File: src/rtl/memory_stage_pkg.sv
// Shared definitions for the MEM pipeline stage: opcodes, access sizes,
// load funct3 encodings, exception causes and FSM states.
package memory_stage_pkg;

    localparam int unsigned DW = 64;

    localparam logic [6:0] OPC_LOAD  = 7'b0000011;
    localparam logic [6:0] OPC_STORE = 7'b0100011;

    // Access size taken from funct3[1:0]
    typedef enum logic [1:0] {
        SZ_B = 2'd0,
        SZ_H = 2'd1,
        SZ_W = 2'd2,
        SZ_D = 2'd3
    } size_e;

    localparam logic [2:0] F3_LB  = 3'd0;
    localparam logic [2:0] F3_LH  = 3'd1;
    localparam logic [2:0] F3_LW  = 3'd2;
    localparam logic [2:0] F3_LD  = 3'd3;
    localparam logic [2:0] F3_LBU = 3'd4;
    localparam logic [2:0] F3_LHU = 3'd5;
    localparam logic [2:0] F3_LWU = 3'd6;

    localparam logic [3:0] CAUSE_LOAD_MISALIGNED  = 4'd4;
    localparam logic [3:0] CAUSE_LOAD_FAULT       = 4'd5;
    localparam logic [3:0] CAUSE_STORE_MISALIGNED = 4'd6;
    localparam logic [3:0] CAUSE_STORE_FAULT      = 4'd7;

    typedef enum logic {
        ST_IDLE = 1'b0,
        ST_WAIT = 1'b1
    } state_e;

    // Low log2(size) address bits must be zero
    function automatic logic is_misaligned(input size_e sz, input logic [2:0] lane);
        logic mis;
        unique case (sz)
            SZ_B:    mis = 1'b0;
            SZ_H:    mis = lane[0];
            SZ_W:    mis = |lane[1:0];
            default: mis = |lane;
        endcase
        return mis;
    endfunction

endpackage

File: src/rtl/memory_stage_mem_align.sv
// Byte-lane alignment for the MEM stage.
//   funct3       : access size / signedness
//   lane         : byte offset within the doubleword
//   store_data   : raw store operand
//   rdata        : doubleword returned by data memory
//   wdata_c      : store data shifted into its byte lanes
//   wstrb_c      : byte enables for the store
//   load_data_c  : load data shifted down and sign/zero-extended
module memory_stage_mem_align
    import memory_stage_pkg::*;
(
    input  logic [2:0]    funct3,
    input  logic [2:0]    lane,
    input  logic [DW-1:0] store_data,
    input  logic [DW-1:0] rdata,
    output logic [DW-1:0] wdata_c,
    output logic [7:0]    wstrb_c,
    output logic [DW-1:0] load_data_c
);

    logic [DW-1:0] shifted;
    size_e         size;

    assign size = size_e'(funct3[1:0]);

    // Store side: shift data and strobes up to the addressed lane
    always_comb begin
        wdata_c = store_data << {lane, 3'b000};
        wstrb_c = 8'h00;
        unique case (size)
            SZ_B:    wstrb_c = 8'h01 << lane;
            SZ_H:    wstrb_c = 8'h03 << lane;
            SZ_W:    wstrb_c = 8'h0F << lane;
            default: wstrb_c = 8'hFF;
        endcase
    end

    // Load side: bring the addressed bytes to bit 0, then extend
    always_comb begin
        shifted     = rdata >> {lane, 3'b000};
        load_data_c = shifted;
        unique case (funct3)
            F3_LB:   load_data_c = {{56{shifted[7]}},  shifted[7:0]};
            F3_LH:   load_data_c = {{48{shifted[15]}}, shifted[15:0]};
            F3_LW:   load_data_c = {{32{shifted[31]}}, shifted[31:0]};
            F3_LD:   load_data_c = shifted;
            F3_LBU:  load_data_c = {56'd0, shifted[7:0]};
            F3_LHU:  load_data_c = {48'd0, shifted[15:0]};
            F3_LWU:  load_data_c = {32'd0, shifted[31:0]};
            default: load_data_c = shifted;  // funct3 7 behaves as LD
        endcase
    end

endmodule

File: src/rtl/memory_stage.sv
// RV64 MEM pipeline stage: issues loads/stores to a single-port data memory
// over a req/ready handshake, stalls execute while an access is outstanding,
// and registers the WB_* latches for writeback.
//   clk, reset          : clock, asynchronous active-low reset
//   MEM_*               : pipeline latches from execute
//   MEM_stall           : freeze request to execute
//   dmem_*              : data memory request / response
//   WB_*                : registered latches for writeback, incl. exception
module memory_stage
    import memory_stage_pkg::*;
#(
    parameter int unsigned TIMEOUT_CYCLES = 64,
    parameter int unsigned XLEN           = 64
) (
    input  logic            clk,
    input  logic            reset,
    input  logic            MEM_V,
    input  logic [31:0]     MEM_IR,
    input  logic [XLEN-1:0] MEM_PC,
    input  logic [XLEN-1:0] MEM_ALU_RESULT,
    input  logic [XLEN-1:0] MEM_SR2,
    input  logic [XLEN-1:0] MEM_CSRFD,
    input  logic [XLEN-1:0] MEM_RFD,
    input  logic            MEM_ECALL,
    output logic            MEM_stall,
    output logic            dmem_req,
    output logic            dmem_we,
    output logic [XLEN-1:0] dmem_addr,
    output logic [XLEN-1:0] dmem_wdata,
    output logic [7:0]      dmem_wstrb,
    input  logic            dmem_ready,
    input  logic [XLEN-1:0] dmem_rdata,
    output logic            WB_V,
    output logic            WB_ECALL,
    output logic [31:0]     WB_IR,
    output logic [XLEN-1:0] WB_PC,
    output logic [XLEN-1:0] WB_ALU_RESULT,
    output logic [XLEN-1:0] WB_CSRFD,
    output logic [XLEN-1:0] WB_RFD,
    output logic [XLEN-1:0] WB_MEM_RESULT,
    output logic            WB_EXC,
    output logic [3:0]      WB_EXC_CAUSE
);

    localparam int unsigned CNT_W = (TIMEOUT_CYCLES > 2) ? $clog2(TIMEOUT_CYCLES) : 1;
    localparam logic [CNT_W-1:0] CNT_LAST = CNT_W'(TIMEOUT_CYCLES - 1);

    state_e           state, state_d;
    logic [CNT_W-1:0] cnt, cnt_d;

    logic [2:0]      funct3;
    logic [2:0]      lane;
    logic            is_load, is_store, memop, misaligned;
    logic            timeout_c, req_c, stall_c, load_done_c, exc_c;
    logic [3:0]      cause_c;
    logic [XLEN-1:0] load_data;

    // Instruction decode
    assign funct3     = MEM_IR[14:12];
    assign lane       = MEM_ALU_RESULT[2:0];
    assign is_load    = (MEM_IR[6:0] == OPC_LOAD);
    assign is_store   = (MEM_IR[6:0] == OPC_STORE);
    assign memop      = is_load | is_store;
    assign misaligned = is_misaligned(size_e'(funct3[1:0]), lane);

    // Handshake and stall; the request is suppressed while reset is held
    assign timeout_c = (state == ST_WAIT) && (cnt == CNT_LAST) && !dmem_ready;

    always_comb begin
        req_c = 1'b0;
        if (state == ST_IDLE) begin
            req_c = MEM_V & memop & ~misaligned;
        end else begin
            req_c = 1'b1;
        end
        req_c = req_c & reset;
    end

    assign stall_c = reset &
                     (((state == ST_IDLE) & req_c & ~dmem_ready) |
                      ((state == ST_WAIT) & ~dmem_ready & ~timeout_c));

    assign load_done_c = req_c & dmem_ready & is_load;
    assign exc_c       = MEM_V & memop & (misaligned | timeout_c);
    assign cause_c     = is_load ? (timeout_c ? CAUSE_LOAD_FAULT  : CAUSE_LOAD_MISALIGNED)
                                 : (timeout_c ? CAUSE_STORE_FAULT : CAUSE_STORE_MISALIGNED);

    assign MEM_stall = stall_c;
    assign dmem_req  = req_c;
    assign dmem_we   = is_store;
    assign dmem_addr = {MEM_ALU_RESULT[XLEN-1:3], 3'b000};

    memory_stage_mem_align u_mem_align (
        .funct3      (funct3),
        .lane        (lane),
        .store_data  (MEM_SR2),
        .rdata       (dmem_rdata),
        .wdata_c     (dmem_wdata),
        .wstrb_c     (dmem_wstrb),
        .load_data_c (load_data)
    );

    // Next state and timeout counter
    always_comb begin
        state_d = state;
        cnt_d   = cnt;
        unique case (state)
            ST_IDLE: begin
                cnt_d = '0;
                if (req_c && !dmem_ready) begin
                    state_d = ST_WAIT;
                end
            end
            ST_WAIT: begin
                if (dmem_ready || timeout_c) begin
                    state_d = ST_IDLE;
                    cnt_d   = '0;
                end else begin
                    cnt_d = cnt + CNT_W'(1);
                end
            end
            default: begin
                state_d = ST_IDLE;
                cnt_d   = '0;
            end
        endcase
    end

    // State register
    always_ff @(posedge clk or negedge reset) begin
        if (!reset) begin
            state <= ST_IDLE;
            cnt   <= '0;
        end else begin
            state <= state_d;
            cnt   <= cnt_d;
        end
    end

    // WB latches: bubble while stalled, otherwise capture
    always_ff @(posedge clk or negedge reset) begin
        if (!reset) begin
            WB_V          <= 1'b0;
            WB_ECALL      <= 1'b0;
            WB_IR         <= '0;
            WB_PC         <= '0;
            WB_ALU_RESULT <= '0;
            WB_CSRFD      <= '0;
            WB_RFD        <= '0;
            WB_MEM_RESULT <= '0;
            WB_EXC        <= 1'b0;
            WB_EXC_CAUSE  <= '0;
        end else if (stall_c) begin
            WB_V <= 1'b0;
        end else begin
            WB_V          <= MEM_V;
            WB_ECALL      <= MEM_ECALL;
            WB_IR         <= MEM_IR;
            WB_PC         <= MEM_PC;
            WB_ALU_RESULT <= MEM_ALU_RESULT;
            WB_CSRFD      <= MEM_CSRFD;
            WB_RFD        <= MEM_RFD;
            WB_EXC        <= exc_c;
            WB_EXC_CAUSE  <= exc_c ? cause_c : 4'd0;
            if (load_done_c) begin
                WB_MEM_RESULT <= load_data;
            end
        end
    end

endmodule

File: config.mk
export PLATFORM = sky130hd
export DESIGN_NAME = memory_stage
export DESIGN_NICKNAME = d
export VERILOG_FILES = /design/src/rtl/memory_stage_pkg.sv /design/src/rtl/memory_stage_mem_align.sv /design/src/rtl/memory_stage.sv
export SDC_FILE = /design/constraint.sdc
export NUM_CORES = 1
export LEC_CHECK = 0
export ABC_CLOCK_PERIOD_IN_PS = 5900
export CAP_MARGIN = 20
export CORE_AREA = 2 2 361 363
export CTS_CLUSTER_SIZE = 12
export DETAILED_ROUTE_END_ITERATION = 10
export DIE_AREA = 0 0 363 365
export REMOVE_ABC_BUFFERS = 1
export SLEW_MARGIN = 30
export SYNTH_ARGS = -nofsm -noshare
export SYNTH_HDL_FRONTEND = slang
export SYNTH_SLANG_ARGS = --single-unit
File: constraint.sdc
create_clock -name clk -period 5.9 [get_ports clk]
set_clock_uncertainty 0.15 [all_clocks]
set_input_delay 0.59 -clock clk [delete_from_list [all_inputs] [get_ports clk]]
set_output_delay 0.59 -clock clk [all_outputs]
set_load 0.02 [all_outputs]
# Word level (Yosys, flattened, before mapping)
# Index checks and enable logic that the tools add are counted.
[op_classes]
add_sub_neg = 1
eq_ne = 10
shifts = 5
muxes = 14
bitwise = 19
reduce_logical = 10
[op_table]
columns = ["cell", "n"]
rows = [
  ["$pmux 64 s6", 1],
  ["$shl 64x6->64", 1],
  ["$shr 64x6->64", 1],
  ["$pmux 8 s3", 1],
  ["$pmux 6 s2", 1],
  ["$and 1x1->1", 11],
  ["$eq 3x3->1 const B", 3],
  ["$shl 1x3->8 const A", 1],
  ["$shl 2x3->8 const A", 1],
  ["$shl 4x3->8 const A", 1],
  ["$eq 7x2->1 const B", 1],
  ["$eq 7x6->1 const B", 1],
  ["$add 6x1->6 const B", 1],
  ["$eq 6x6->1 const B", 1],
  ["$mux 1", 6],
  ["$mux 6", 1],
  ["$not 1->1", 5],
  ["$eq 3x1->1 const B", 1],
  ["$eq 3x2->1 const B", 1],
  ["$logic_and 1x1->1", 3],
  ["$logic_not 3->1", 1],
  ["$mux 3", 1],
  ["$or 1x1->1", 3],
  ["$pmux 1 s3", 1],
  ["10 further kinds", 10],
]
[word_totals]
regBits = 366
input_bits = 421
out_inout_bits = 498
wordCells = 71

# Depth between registers and ports, before layout
[depth]
word_depth = 12
depth_mapped = 11
mapped_depth_nobuf = 8

# Hierarchy
# From an unflattened synthesis, not the netlist that was laid out.
[unflattened]
cells_unflattened = 1420
area_unflattened_um2 = 18681.7
[by_module_without_submodules]
columns = ["module", "n_inst", "cells_each", "area_per_inst_um2", "seq_area_each_um2"]
rows = [
  ["memory_stage", 1, 878, 14382.5, 9108.7],
  ["memory_stage_mem_align", 1, 542, 4299.1, 0.0],
]

# Worst setup path before layout
# No wires, ideal clock.
[synth_path]
path_kind = "input-to-output"
startpoint = "input MEM_ALU_RESULT[1]"
endpoint = "output dmem_wdata[62]"
arrival_ns = 2.244
t_required_ns = 5.160
path_slack_ns = 2.916
cell_stages = 9
path_buffers = 5
cell_sequence = "buf_6 > buf_2 > buf_4 > buf_2 > buf_2 > mux2i_1 > nor2_1 > a21oi_1 > o21ai_0"
[synth_via]
elab_chain_cells = 1
[synth_lines]
columns = ["element", "line_no", "source"]
rows = [
  ["start, declared", "memory_stage.sv:20", "input logic [XLEN-1:0] MEM_ALU_RESULT,"],
  ["$shl 64x6->64", "memory_stage_mem_align.sv:28", "wdata_c = store_data << {lane, 3'b000};"],
  ["end, declared", "memory_stage.sv:29", "output logic [XLEN-1:0] dmem_wdata,"],
]
# No other way between the ends.

# Final worst setup path
[layout_path]
startpoint = "input MEM_IR[12]"
endpoint = "output MEM_stall"
[layout_via]
elab_chain_cells = 10
elab_cells_between_ends = 12
cone_classes = "eq/ne: 2; mux: 2; bitwise: 7; reduce/logical: 1"
[layout_lines]
columns = ["element", "line_no", "source"]
rows = [
  ["start, declared", "memory_stage.sv:18", "input logic [31:0] MEM_IR,"],
  ["$eq 2x2->1, or another cell as far along", "memory_stage_pkg.sv:39", "unique case (sz)"],
  ["$pmux 1 s3 *", "memory_stage_pkg.sv:39", ""],
  ["$not 1->1 *", "memory_stage.sv:72", "req_c = MEM_V & memop & ~misaligned;"],
  ["$and 1x1->1 *", "memory_stage.sv:72", ""],
  ["$mux 1 *", "memory_stage.sv:71", "if (state == ST_IDLE) begin"],
  ["$and 1x1->1 *", "memory_stage.sv:76", "req_c = req_c & reset;"],
  ["$and 1x1->1 * (2 in series)", "memory_stage.sv:80", "(((state == ST_IDLE) & req_c & ~dmem_ready) |"],
  ["$or 1x1->1 *", "memory_stage.sv:80", ""],
  ["$and 1x1->1 *", "memory_stage.sv:79", "assign stall_c = reset &"],
  ["end, declared", "memory_stage.sv:25", "output logic MEM_stall,"],
]
# Mark *: on every way between the ends. The rest lies on a longest branch, timed or not.

==> impl_metrics.yaml <==
outcome:
  status: "finished, final reports clean"
grt:
  grt_max_degree: 141
  initial_antenna_violation_count: 38
  track_usage_pct: 15.7
  grt_pass1_wl_mm: 144
  grt_remaining_overflow: 0
  grt_pass1_vias: 16211
final_layout:
  multiInputGateArea_um2: 7890
  final_layout_size_suffix_gt1_share_pct: 8.67
  seq_area_um2: 9110
  postLayoutCoreUtil_pct: 23.6
  finalInstanceArea_um2: 30300
  syn2layout_area_growth_pct: 66.2
  layout.nets: 2789
  filler_cell_count: 13694
drt:
  final_wirelength_mm: 109
  drt_pre_antenna_iters: 5
  vias_per_cell: 3.93
  detail_route.drc_violations: 0
  antenna_left: 0
  detailroute.via_count: 16054
  drt_iter0_drc: 988
  wl_per_cell_um: 26.7
power:
  pwr_total_mw: 7.34
  power_leakage_nw: 12.0
  power.density_nw_per_um2: 242
  vdd_drop_max_mv: 0.200
worst_setup_path:
  critPathKind: "input port to output pin"
  setup_slack_on_the_worst_flop_to_flop_path_ns: 2.73
  cp_data_arrival_time_ns: 3.72
  critical_path.top_delay_family: "buffers and inverters"
  worstSetupPathDepth: 9
  critPathSlowestCell: "sky130_fd_sc_hd__clkdlybuf4s50_1"
  crit_path_max_fanout: 46
  cp_data_required_time_ns: 5.16
  worstSetupStartpointType: "input port"
  critical_path.endpoint: "MEM_stall"
  cpPeakStageDelay_ns: 0.71
  r2r_startpoint: "cnt[0]"
  regToRegEndpoint: "WB_PC[10]"
  worst-path-buf-inv: 4
  timing.reg2reg.worst_path_depth: 7
  crit_chain: "clkdlybuf4s50_1 > inv_1 > ha_1 > nor3_1 > nor3_1 > o21ai_2 > nand4b_2 > inv_8 > clkdlybuf4s50_1"
  crit_path_end_kind: "output pin"
  critical_path_start: "MEM_IR[12]"
logic_synthesis:
  synthesis.instances: 1532
  postSynth.topFlopCell: "sky130_fd_sc_hd__dfrtp_1"
  synth_enable_flop_cells: 0
  synthTopCellsByCount: "sky130_fd_sc_hd__dfrtp_1, sky130_fd_sc_hd__mux2_1, sky130_fd_sc_hd__nor2_1"
  synth_cell_types: 54
  synth_top_area_share_pct: 49.9
  part_of_the_yosys_area_used_for_sequential_elements_pct: 49.9
  synthTopCellsByArea: "sky130_fd_sc_hd__dfrtp_1, sky130_fd_sc_hd__mux2_1, sky130_fd_sc_hd__mux2i_1, sky130_fd_sc_hd__nor2_1, sky130_fd_sc_hd__mux2_2"
  postSynthRegisterBits: 364
  synth_area_leader_cell: "sky130_fd_sc_hd__dfrtp_1"
  syn-mean-instance-area_um2: 11.9
  synth-warning-count: 0
  post-synth-top-count-cell: "sky130_fd_sc_hd__dfrtp_1"
  netlist_area_um2: 18300
  postSynth.asyncResetShare_pct: 100
sta:
  timing_worst_slew_pin_value_ns: 0.858
  setup_failing_eps_final: 0
  fmax_mhz: 224
  final_layout_worst_hold_slack_ns: 0.334
  drv_slew: 0
  setup_repair_after_global_routing_missed_its_margin: "no"
  layout_min_cycle_time_ns: 4.46
  post-route-worst-setup-slack_ns: 1.44
  finalHoldViolations: 0
  layout_worst_path_cycle_share_pct: 75.7
  slew_headroom_pct: 42.8
die:
  start_util_pct: 14.2
  fp.coreArea_um2: 129000
  io_pins: 919
  die_y_um: 365
  die_w_um: 363
  std_cell_rows: 132
  die_area_um2: 132000
place:
  portBuffers: 914
  detailedPlace.worstSlack_ns: 1.45
  place_congestion: 0.883
  placed_area_um2: 28600
  detailedPlacementHpwl_mm: 88.8
cts:
  cts_made_buffers: 50
  clock_latency_ns: 0.61
  h-tree-depth: 2
  post_cts_resize_count: 0
  clock_tree_from_tritoncts: "built"
  root_buffer: "sky130_fd_sc_hd__clkbuf_16"
  worst_setup_hold_path_clk_slew_ns: 0.06
  max-clock-path-buffers: 3
  cts.sink_count: 364
worst_hold_path:
  timing.hold.worst.class: "flip-flop to flip-flop"
job:
  max_cap_viol_count: 0
-- worst min path at each step --
stage,slack (ns),startpoint,endpoint,cells after the start
6_report,0.33,cnt[0],cnt[0],1
2_1_floorplan,0.14,reset,WB_ALU_RESULT[0],0
4_1_cts,0.33,cnt[0],cnt[0],1
3_3_place_gp,0.30,cnt[0],cnt[0],1
5_1_grt,0.35,WB_ALU_RESULT[20],WB_ALU_RESULT[20],1
3_5_place_dp,0.32,cnt[0],cnt[0],1
-- cells by family (layout without fill, tap and decap cells) --
logic type / after synthesis / after routing / synth area share [%]
multiplexers: 444 / 444 / 27.6
other: 1 / 11 / 0.0205
XOR/XNOR: 4 / 4 / 0.192
adder cells (fa/ha/maj): 6 / 6 / 0.411
buffers and inverters: 190 / 1054 / 7.10
flip-flops: 364 / 364 / 49.9
AO/OA/AOI/OAI: 231 / 231 / 7.89
AND/OR/NAND/NOR: 292 / 292 / 6.93
-- metal layers --
metal | global-route usage (%) | up-vias | part of all wire (%)
met4 | 3.76 | 32 | 2.5
li1 | - | 7071 | -
met1 | 18.5 | 8086 | 40
met3 | 5.01 | 138 | 8.0
met2 | 27.6 | 727 | 50
met5 | 0 | - | 0.19
-- cell type report --
cell class / instances / share of cell area (%)
repair buffers: 953 / 31.4
flip-flops and latches: 364 / 30.0
multi-input cells: 981 / 26.0
well taps: 1675 / 6.91
clock buffers: 64 / 4.56
clock inverters: 25 / 0.825
inverters: 12 / 0.173
diodes: 7 / 0.0577
-- flip-flops by register name, summed over array words and instances, names as in the netlist --
register / flops
WB_ALU_RESULT: 64
WB_CSRFD: 64
WB_ECALL: 1
WB_EXC: 1
WB_EXC_CAUSE: 2
WB_IR: 32
WB_MEM_RESULT: 64
WB_PC: 64
WB_RFD: 64
WB_V: 1
cnt: 6
state: 1
-- cell usage in the layout (no fill, tap or decap), drive strengths merged, types with 5 or more instances in the layout --
cell           instances
clkdlybuf4s50        910
nand2b                10
ha                     6
nor2b                 15
clkinv                15
o211ai                 6
a21oi                 68
o22ai                 20
clkinvlp               6
clkbuf                64
buf                   42
a211oi                17
a21boi                 5
dfrtp                364
a31oi                 45
mux2i                 98
and2                   8
a32oi                  6
nand3                  9
nor2                 149
a22oi                 14
and3                  10
inv                   14
diode                  7
mux4                  14
o21ai                 36
mux2                 332
nand2                 77
-- what timing repair did --
action	CTS	global route
hold buffers	1	0
buffers inserted	0	0
setup endpoints to repair	0	0
hold endpoints to repair	70	0
-- per-stage QoR --
step                std cells  setup TNS (ns)
floorplan                1357          -30.33
global placement         3982               0
detailed placement       3982               0
CTS                      4072               0
global route             4075               0
finish                   4081               0
-- report_power, final --
part	internal, mW	leakage [nW]	switching, mW
combinational	0.743	6.76	0.812
clock	1.76	0.788	1.34
sequential	2.62	4.40	0.0706
total	5.12	11.9	2.22
(Power assumes the default switching activity.)
